### config.mk
export PLATFORM = sky130hd
export DESIGN_NAME = gpr_wb_arbiter_flat
export DESIGN_NICKNAME = d
export VERILOG_FILES = /design/src/rtl/gpr_wb_arbiter_if.sv /design/src/rtl/gpr_wb_arbiter.sv /design/src/flat_wrapper.sv
export SDC_FILE = /design/constraint.sdc
export NUM_CORES = 1
export LEC_CHECK = 0
export CAP_MARGIN = 10
export CORE_UTILIZATION = 45
export CTS_CLUSTER_SIZE = 16
export DETAILED_ROUTE_END_ITERATION = 8
export PLACE_DENSITY = 0.75
export SYNTH_ARGS = -nofsm -noshare
export SYNTH_HDL_FRONTEND = slang
export SYNTH_SLANG_ARGS = --single-unit
### constraint.sdc
create_clock -name clk -period 2.7 [get_ports clk]
set_clock_uncertainty 0.1 [all_clocks]
set_input_delay 0.54 -clock clk [delete_from_list [all_inputs] [get_ports clk]]
set_output_delay 0.54 -clock clk [all_outputs]
set_load 0.01 [all_outputs]
### src/rtl/gpr_wb_arbiter_if.sv
// gpr_wb_arbiter_if: write-port, B-result handshake and hazard-check signals; slave = arbiter, master = driver
interface gpr_wb_arbiter_if;
  logic a_we;
  logic [4:0] a_addr;
  logic [31:0] a_data;
  logic b_issue;
  logic [4:0] b_issue_addr;
  logic b_valid;
  logic [4:0] b_addr;
  logic [31:0] b_data;
  logic b_ready;
  logic RegWrite;
  logic [4:0] wr_addr;
  logic [31:0] wr_data;
  logic [4:0] chk_addr1;
  logic [4:0] chk_addr2;
  logic busy1;
  logic busy2;
  logic sb_err;
  modport slave(
    input a_we, a_addr, a_data, b_issue, b_issue_addr, b_valid, b_addr, b_data, chk_addr1, chk_addr2,
    output b_ready, RegWrite, wr_addr, wr_data, busy1, busy2, sb_err
  );
  modport master(
    output a_we, a_addr, a_data, b_issue, b_issue_addr, b_valid, b_addr, b_data, chk_addr1, chk_addr2,
    input b_ready, RegWrite, wr_addr, wr_data, busy1, busy2, sb_err
  );
endinterface

### src/rtl/gpr_wb_arbiter.sv
// gpr_wb_arbiter: shares the GPR write port between A writeback (priority) and FIFO-buffered B results, with a pending-register scoreboard; ports clk, rst_n (async active-low), bus (gpr_wb_arbiter_if.slave)
module gpr_wb_arbiter #(
  parameter int DEPTH = 2
) (
  input logic clk,
  input logic rst_n,
  gpr_wb_arbiter_if.slave bus
);
  localparam int AW = $clog2(DEPTH);
  localparam logic [AW:0] FULL = (AW+1)'(DEPTH);
  logic [4:0] fifo_addr [DEPTH];
  logic [31:0] fifo_data [DEPTH];
  logic [AW-1:0] rd_ptr, wr_ptr;
  logic [AW:0] count;
  logic [31:0] pending;
  logic a_req, pop, push, set_v, sb_err;
  logic [4:0] head_addr;
  logic [31:0] head_data, set_mask, clr_mask;
  always_comb begin
    a_req = rst_n && bus.a_we && bus.a_addr != 5'd0;
    pop = !a_req && count != '0;
    push = bus.b_valid && count != FULL && bus.b_addr != 5'd0;
    set_v = bus.b_issue && bus.b_issue_addr != 5'd0;
    head_addr = fifo_addr[rd_ptr];
    head_data = fifo_data[rd_ptr];
    set_mask = set_v ? 32'd1 << bus.b_issue_addr : 32'd0;
    clr_mask = pop ? 32'd1 << head_addr : 32'd0;
    bus.b_ready = count != FULL;
    bus.RegWrite = a_req || pop;
    bus.wr_addr = a_req ? bus.a_addr : pop ? head_addr : 5'd0;
    bus.wr_data = a_req ? bus.a_data : pop ? head_data : 32'd0;
    bus.busy1 = bus.chk_addr1 != 5'd0 && pending[bus.chk_addr1];
    bus.busy2 = bus.chk_addr2 != 5'd0 && pending[bus.chk_addr2];
    bus.sb_err = sb_err;
  end
  always_ff @(posedge clk)
    if (push) begin
      fifo_addr[wr_ptr] <= bus.b_addr;
      fifo_data[wr_ptr] <= bus.b_data;
    end
  always_ff @(posedge clk or negedge rst_n)
    if (!rst_n) begin
      rd_ptr <= '0;
      wr_ptr <= '0;
      count <= '0;
      pending <= '0;
      sb_err <= 1'b0;
    end else begin
      rd_ptr <= pop ? rd_ptr + AW'(1) : rd_ptr;
      wr_ptr <= push ? wr_ptr + AW'(1) : wr_ptr;
      count <= count + (AW+1)'(push) - (AW+1)'(pop);
      pending <= (pending & ~clr_mask) | set_mask;
      sb_err <= sb_err
        | (set_v && pending[bus.b_issue_addr] && !clr_mask[bus.b_issue_addr])
        | (a_req && pending[bus.a_addr])
        | (pop && !pending[head_addr]);
    end
endmodule
### src/flat_wrapper.sv
// flat-port wrapper written by rule: the top's interface ports become plain ports
module gpr_wb_arbiter_flat 
#(
  parameter int DEPTH = 2
)
  (clk, rst_n, bus_a_we, bus_a_addr, bus_a_data, bus_b_issue, bus_b_issue_addr, bus_b_valid, bus_b_addr, bus_b_data, bus_chk_addr1, bus_chk_addr2, bus_b_ready, bus_RegWrite, bus_wr_addr, bus_wr_data, bus_busy1, bus_busy2, bus_sb_err);
  gpr_wb_arbiter_if bus_i ();
  input logic clk;
  input logic rst_n;
  input wire logic [$bits(bus_i.a_we)-1:0] bus_a_we;
  input wire logic [$bits(bus_i.a_addr)-1:0] bus_a_addr;
  input wire logic [$bits(bus_i.a_data)-1:0] bus_a_data;
  input wire logic [$bits(bus_i.b_issue)-1:0] bus_b_issue;
  input wire logic [$bits(bus_i.b_issue_addr)-1:0] bus_b_issue_addr;
  input wire logic [$bits(bus_i.b_valid)-1:0] bus_b_valid;
  input wire logic [$bits(bus_i.b_addr)-1:0] bus_b_addr;
  input wire logic [$bits(bus_i.b_data)-1:0] bus_b_data;
  input wire logic [$bits(bus_i.chk_addr1)-1:0] bus_chk_addr1;
  input wire logic [$bits(bus_i.chk_addr2)-1:0] bus_chk_addr2;
  output wire logic [$bits(bus_i.b_ready)-1:0] bus_b_ready;
  output wire logic [$bits(bus_i.RegWrite)-1:0] bus_RegWrite;
  output wire logic [$bits(bus_i.wr_addr)-1:0] bus_wr_addr;
  output wire logic [$bits(bus_i.wr_data)-1:0] bus_wr_data;
  output wire logic [$bits(bus_i.busy1)-1:0] bus_busy1;
  output wire logic [$bits(bus_i.busy2)-1:0] bus_busy2;
  output wire logic [$bits(bus_i.sb_err)-1:0] bus_sb_err;
  assign bus_i.a_we = bus_a_we;
  assign bus_i.a_addr = bus_a_addr;
  assign bus_i.a_data = bus_a_data;
  assign bus_i.b_issue = bus_b_issue;
  assign bus_i.b_issue_addr = bus_b_issue_addr;
  assign bus_i.b_valid = bus_b_valid;
  assign bus_i.b_addr = bus_b_addr;
  assign bus_i.b_data = bus_b_data;
  assign bus_i.chk_addr1 = bus_chk_addr1;
  assign bus_i.chk_addr2 = bus_chk_addr2;
  assign bus_b_ready = bus_i.b_ready;
  assign bus_RegWrite = bus_i.RegWrite;
  assign bus_wr_addr = bus_i.wr_addr;
  assign bus_wr_data = bus_i.wr_data;
  assign bus_busy1 = bus_i.busy1;
  assign bus_busy2 = bus_i.busy2;
  assign bus_sb_err = bus_i.sb_err;
  gpr_wb_arbiter #(.DEPTH(DEPTH)) u_core (.clk(clk), .rst_n(rst_n), .bus(bus_i));
endmodule
==> flow_summary.json, run 1 <==
{
  "yosysMostFrequentCell": "edfxtp_1",
  "failed_checks": "negative setup slack",
  "dieArea_mm2": 0.0143,
  "critPathTopFamily": "multiplexers",
  "antenna_found_initial": 0,
  "syn_to_final_growth_pct": 41.4,
  "gr-total-overflow": 0,
  "hold_buffers": 0,
  "reg2reg_depth": 8,
  "required_ns": 2.06,
  "clock_sinks": 111,
  "fin_cells": 868,
  "synth_edf_count": 74,
  "rsz0062_at_grt": "true",
  "p_total_mw": 8.32,
  "tns_ns": -0.229,
  "regToRegStartpoint": "u_core.rd_ptr",
  "path_max_fanout": 3,
  "core_region_area_mm2": 0.0133,
  "finalNetCount": 783,
  "ys_top_cells_by_area": "edfxtp_1 (36%), dfrtp_1 (15%), mux4_2 (14%)",
  "syn_area_mm2": 0.00621,
  "final_cell_area_mm2": 0.00879,
  "track_usage": 0.276,
  "finalHoldViolCount": 0,
  "crit_type": "reg -> out",
  "ant_nets": 0,
  "ys.flop_type": "edfxtp_1",
  "slowest_delay_ns": 0.52,
  "synth_top_area_frac": 0.358,
  "h-tree-depth": 3,
  "numCtsBuffers": 9,
  "max_slew_margin": 0.260,
  "drt_pass1_iterations": 5,
  "synth_cell_type_count": 55,
  "ys_ff_latch": 111,
  "syn_nets": 585,
  "drt_wl_total_mm": 19.1,
  "crit_buf_inv": 1,
  "hold_path_class": "in -> async",
  "cts_tree": "done",
  "vias_per_cell": 6.13,
  "rr_endpoint": "u_core.bus.sb_err",
  "vias": 5321,
  "arrival_ns": 2.20,
  "initial_core_util": 0.465,
  "ir_drop_mv": 0.449,
  "clkLatencyLatePin_ns": 0.36,
  "tightestPinTransition_ns": 1.11,
  "grt_max_degree": 43,
  "cts.clk_slew.worst_paths_ns": 0.08,
  "endpoint_kind": "output pin",
  "synth_largest_area_cell": "edfxtp_1",
  "period_share": 1.05,
  "power_density_mw_per_mm2": 947,
  "status": "finished with violations",
  "drt_iter0_markers": 405,
  "async_flop_share": 0.333,
  "leakagePower_nw": 3.39,
  "routedWlPerCell_um": 22.0,
  "port_buffers": 135,
  "drc": 0,
  "antenna_cells": 0,
  "root_buffer": "clkbuf_16",
  "maxSlewViolCount": 0,
  "die_w_um": 119,
  "place_inst": 842,
  "row_count": 42,
  "worst_setup_path_start_kind": "flop",
  "grt_pass1_vias": 5404,
  "fin_ws_ns": -0.137,
  "fill_cells": 1016,
  "clock_path_buffers": 2,
  "max_freq_ghz": 0.352,
  "maxCapViolCount": 0,
  "grt_first_pass_wirelength_mm": 29.8,
  "final-setup-viol-count": 2,
  "ys_warn_count": 0,
  "die_h_um": 119,
  "avgSynthCellArea_um2": 12.7,
  "ios": 136,
  "gp_congestion": 0.974,
  "cp_common_cell": "mux4_2",
  "dpl_cell_area_mm2": 0.00829,
  "synth_common_cells": "edfxtp_1 (74), o21ai_0 (65), nand2_1 (50), mux2i_1 (43), mux4_2 (39)",
  "drive_gt1_frac": 0.315,
  "hpwl_mm": 14.1,
  "r2r_slack_ns": 0.21,
  "crit_chain": "mux4_2 -> mux4_2 -> mux2_4 -> buf_6",
  "synth_cells": 489,
  "ys_seq_area_frac": 0.507,
  "crit_slowest_cell": "mux4_2",
  "period_minus_slack_ns": 2.84
}
## logic make-up after synthesis
group           share of synthesized area
flops                               0.507
mux                                 0.229
compound gates                      0.137
fa+ha+maj                         0.00403
xor+xnor                          0.00987
simple gates                       0.0802
buf+inv                            0.0336
## layout by cell type (no fill, tap or decap), types with 9 or more instances in the layout
cell             count
o31ai_1             17
buf_4               69
o21ai_0             64
clkdlybuf4s50_1     84
o31ai_2             13
nand2_1             49
buf_2               27
dfrtp_1             36
mux4_2              39
clkbuf_16            9
edfxtp_1            74
inv_1               10
buf_12               9
mux2i_1             43
## stage by stage
stage,util,hold WS (ns),setup WS (ns)
finish,0.658,0.0724,-0.137
global route,0.658,0.0892,-0.159
CTS,0.659,0.0736,-0.0897
detailed placement,0.621,0.411,-0.900
global placement,0.621,0.396,-0.840
floorplan,-,0.144,0.0275
## layer usage
| layer | global-route usage | routed length, um | vias up |
|---|---|---|---|
| li1 | - | - | 2350 |
| met1 | 0.355 | 7510 | 2623 |
| met2 | 0.467 | 9570 | 306 |
| met3 | 0.0485 | 1460 | 42 |
| met4 | 0.101 | 563 | 0 |
| met5 | 0 | 0 | - |
## worst max path at each step
stage | startpoint | endpoint | slack (ns) | cells after the start
final | u_core.pending[31] | bus_busy1 | -0.14 | 4
after CTS | u_core.pending[6] | bus_busy2 | -0.09 | 4
after floorplan | bus_chk_addr1[0] | bus_busy1 | 0.03 | 4
after global placement | bus_chk_addr2[0] | bus_busy2 | -0.84 | 6
after detailed placement | bus_chk_addr1[0] | bus_busy1 | -0.90 | 6
after global routing | u_core.pending[28] | bus_busy1 | -0.16 | 4
## timing repair
action / CTS / global route
resized for setup: 199 / 17
pin swaps: 4 / 2
endpoints found under the setup margin: 40 / 13
cloned: 5 / 0
setup buffers: 6 / 0
## power by group
group / leakage, nW / switching, mW / internal [mW]
clock network: 0.150 / 0.694 / 0.669
logic: 2.11 / 2.11 / 2.10
registers: 1.13 / 0.361 / 2.38
## layout make-up
cell class | count | area, um^2 | share of cell area
inverters | 10 | 37.5 | 0.00427
repair buffers | 220 | 2060 | 0.234
clock buffers | 9 | 225 | 0.0256
flip-flops and latches | 111 | 3150 | 0.358
clock inverters | 7 | 81.3 | 0.00926
multi-input cells | 335 | 3010 | 0.343
well taps | 176 | 220 | 0.0251
## state kept, by name, summed over array words and instances, names as in the netlist
| name | cells |
|---|---|
| u_core.fifo_data | 64 |
| u_core.rd_ptr | 1 |
| u_core.count | 2 |
| u_core.bus.sb_err | 1 |
| u_core.fifo_addr | 10 |
| u_core.wr_ptr | 1 |
| u_core.pending | 32 |
No activity file was read; power rests on OpenSTA's default activity.
==> run 2: changes to the inputs <==
CAP_MARGIN = 25   (was 10)
GPL_TIMING_DRIVEN = 0   (was unset)
PLACE_DENSITY = 0.72   (was 0.75)
clock period = 3.1 ns   (was 2.7 ns; I/O delays follow)
==> run 2 against run 1 <==
Compared with the run above: the run still ends with negative setup slack left; combinational power is 29% lower; non-clock buffer count decreased by 47; global-route usage shrank 2.9 points; wire length is 8.5% lower; cell area decreased by 6.9%; via count shrank 6.0%; critical path depth increased by 6; sequential share of layout area increased by 2.7 points; die area unchanged; clock power shrank 14%; highest routed layer unchanged.
==> flow_summary.json, run 2 (synthesis gave the netlist of run 1 again) <==
{
  "status": "finished with violations",
  "failed_checks": "negative setup slack",
  "largest_reg_flops": 64,
  "place_inst": 794,
  "vias": 5002,
  "grt_max_degree": 44,
  "required_ns": 2.38,
  "drt_wl_total_mm": 17.5,
  "routedWlPerCell_um": 21.3,
  "cts_tree": "done",
  "gr-total-overflow": 0,
  "clock_path_buffers": 2,
  "grt_first_pass_wirelength_mm": 26.7,
  "ant_nets": 0,
  "antenna_cells": 0,
  "track_usage": 0.247,
  "fill_cells": 1113,
  "power_density_mw_per_mm2": 817,
  "drc": 0,
  "maxCapViolCount": 0,
  "clock_sinks": 111,
  "vias_per_cell": 6.09,
  "ios": 136,
  "grt_pass1_vias": 4976,
  "hpwl_mm": 12.8,
  "tightestPinTransition_ns": 1.02,
  "cts.clk_slew.worst_paths_ns": 0.07,
  "core_region_area_mm2": 0.0133,
  "fin_ws_ns": -0.00610,
  "max_freq_ghz": 0.322,
  "fin_cells": 821,
  "tns_ns": -0.00610,
  "drive_gt1_frac": 0.247,
  "row_count": 42,
  "finalNetCount": 736,
  "hold_path_class": "in -> async",
  "final_common_cell": "clkdlybuf4s50_1",
  "port_buffers": 128,
  "gp_congestion": 0.920,
  "antenna_found_initial": 0,
  "p_total_mw": 6.68,
  "drt_iter0_markers": 364,
  "h-tree-depth": 3,
  "maxSlewViolCount": 0,
  "die_w_um": 119,
  "path_max_fanout": 4,
  "largestRegisters": "u_core.fifo_data x64, u_core.pending x32, u_core.fifo_addr x10",
  "period_minus_slack_ns": 3.11,
  "leakagePower_nw": 3.08,
  "worst_setup_path_start_kind": "input port",
  "register_area_mm2": 0.00315,
  "ir_drop_mv": 0.353,
  "endpoint_kind": "output pin",
  "period_share": 1.00,
  "arrival_ns": 2.39,
  "dieArea_mm2": 0.0143,
  "multi_input_area_mm2": 0.00296,
  "die_h_um": 119,
  "crit_type": "in -> out",
  "drt_pass1_iterations": 5,
  "syn_to_final_growth_pct": 31.7,
  "max_slew_margin": 0.322,
  "initial_core_util": 0.465,
  "final-setup-viol-count": 1,
  "clkLatencyLatePin_ns": 0.34,
  "regMostFlops": "u_core.fifo_data",
  "finalHoldViolCount": 0,
  "root_buffer": "clkbuf_16",
  "layout_common_cells": "clkdlybuf4s50_1 (82), edfxtp_1 (74), o21ai_0 (65)",
  "numCtsBuffers": 9
}
-- run 2: metal layers --
| metal | share of wire | GRT usage |
|---|---|---|
| met5 | 0 | 0 |
| met4 | 0.023 | 0.0906 |
| met3 | 0.084 | 0.0485 |
| met2 | 0.50 | 0.414 |
| met1 | 0.39 | 0.317 |
-- run 2: what timing repair did --
item | 4_1_cts | 5_1_grt
gates cloned | 1 | 0
hold buffers | 0 | 0
buffers inserted | 9 | 1
pin swaps | 4 | 1
resized for setup | 176 | 22
setup endpoints to repair | 41 | 14
-- run 2: worst paths after layout --
path	startpoint	to	slack, ns	cells past startpoint
setup / recovery	bus_a_addr[0]	bus_wr_data[2]	-0.006	10
hold / removal	rst_n	u_core.pending[28]	0.08	1
setup reg to reg	u_core.rd_ptr	u_core.pending[15]	0.44	7
hold reg to reg	u_core.pending[0]	u_core.pending[0]	0.44	1
max in group asynchronous	rst_n	u_core.pending[13]	2.50	1
min in group clk	u_core.pending[0]	u_core.pending[0]	0.44	1
-- run 2: through the flow --
stage          instance area, um^2  utilization  setup slack, ns  hold WS (ns)
2_1_floorplan                 6210            -            0.149         0.224
4_1_cts                       8120        0.609           0.0123        0.0871
3_3_place_gp                  7710        0.578            -2.41         0.379
3_5_place_dp                  7740        0.580            -1.37         0.416
6_report                      8180        0.613         -0.00610        0.0829
5_1_grt                       8180        0.613          -0.0408         0.102
-- run 2: final cells by class --
cell class,count,area share
tap,176,0.0269
timing repair buffer,140,0.155
multi-input combinational,335,0.362
clock buffer,10,0.0280
buffer,33,0.0294
clock inverter,6,0.00841
inverter,10,0.00459
sequential,111,0.385
-- run 2: critical path: stages --
cell           delay [ns]
dlygate4sd2_1        0.28
buf_6                0.14
nor3_4               0.19
a21oi_4              0.10
buf_4                0.15
buf_4                0.12
clkbuf_4             0.17
buf_4                0.15
o31ai_1              0.28
buf_2                0.19
-- run 2: where the power goes --
part,internal [mW],switching (mW)
logic,1.48,1.51
clock network,0.633,0.532
registers,2.08,0.446
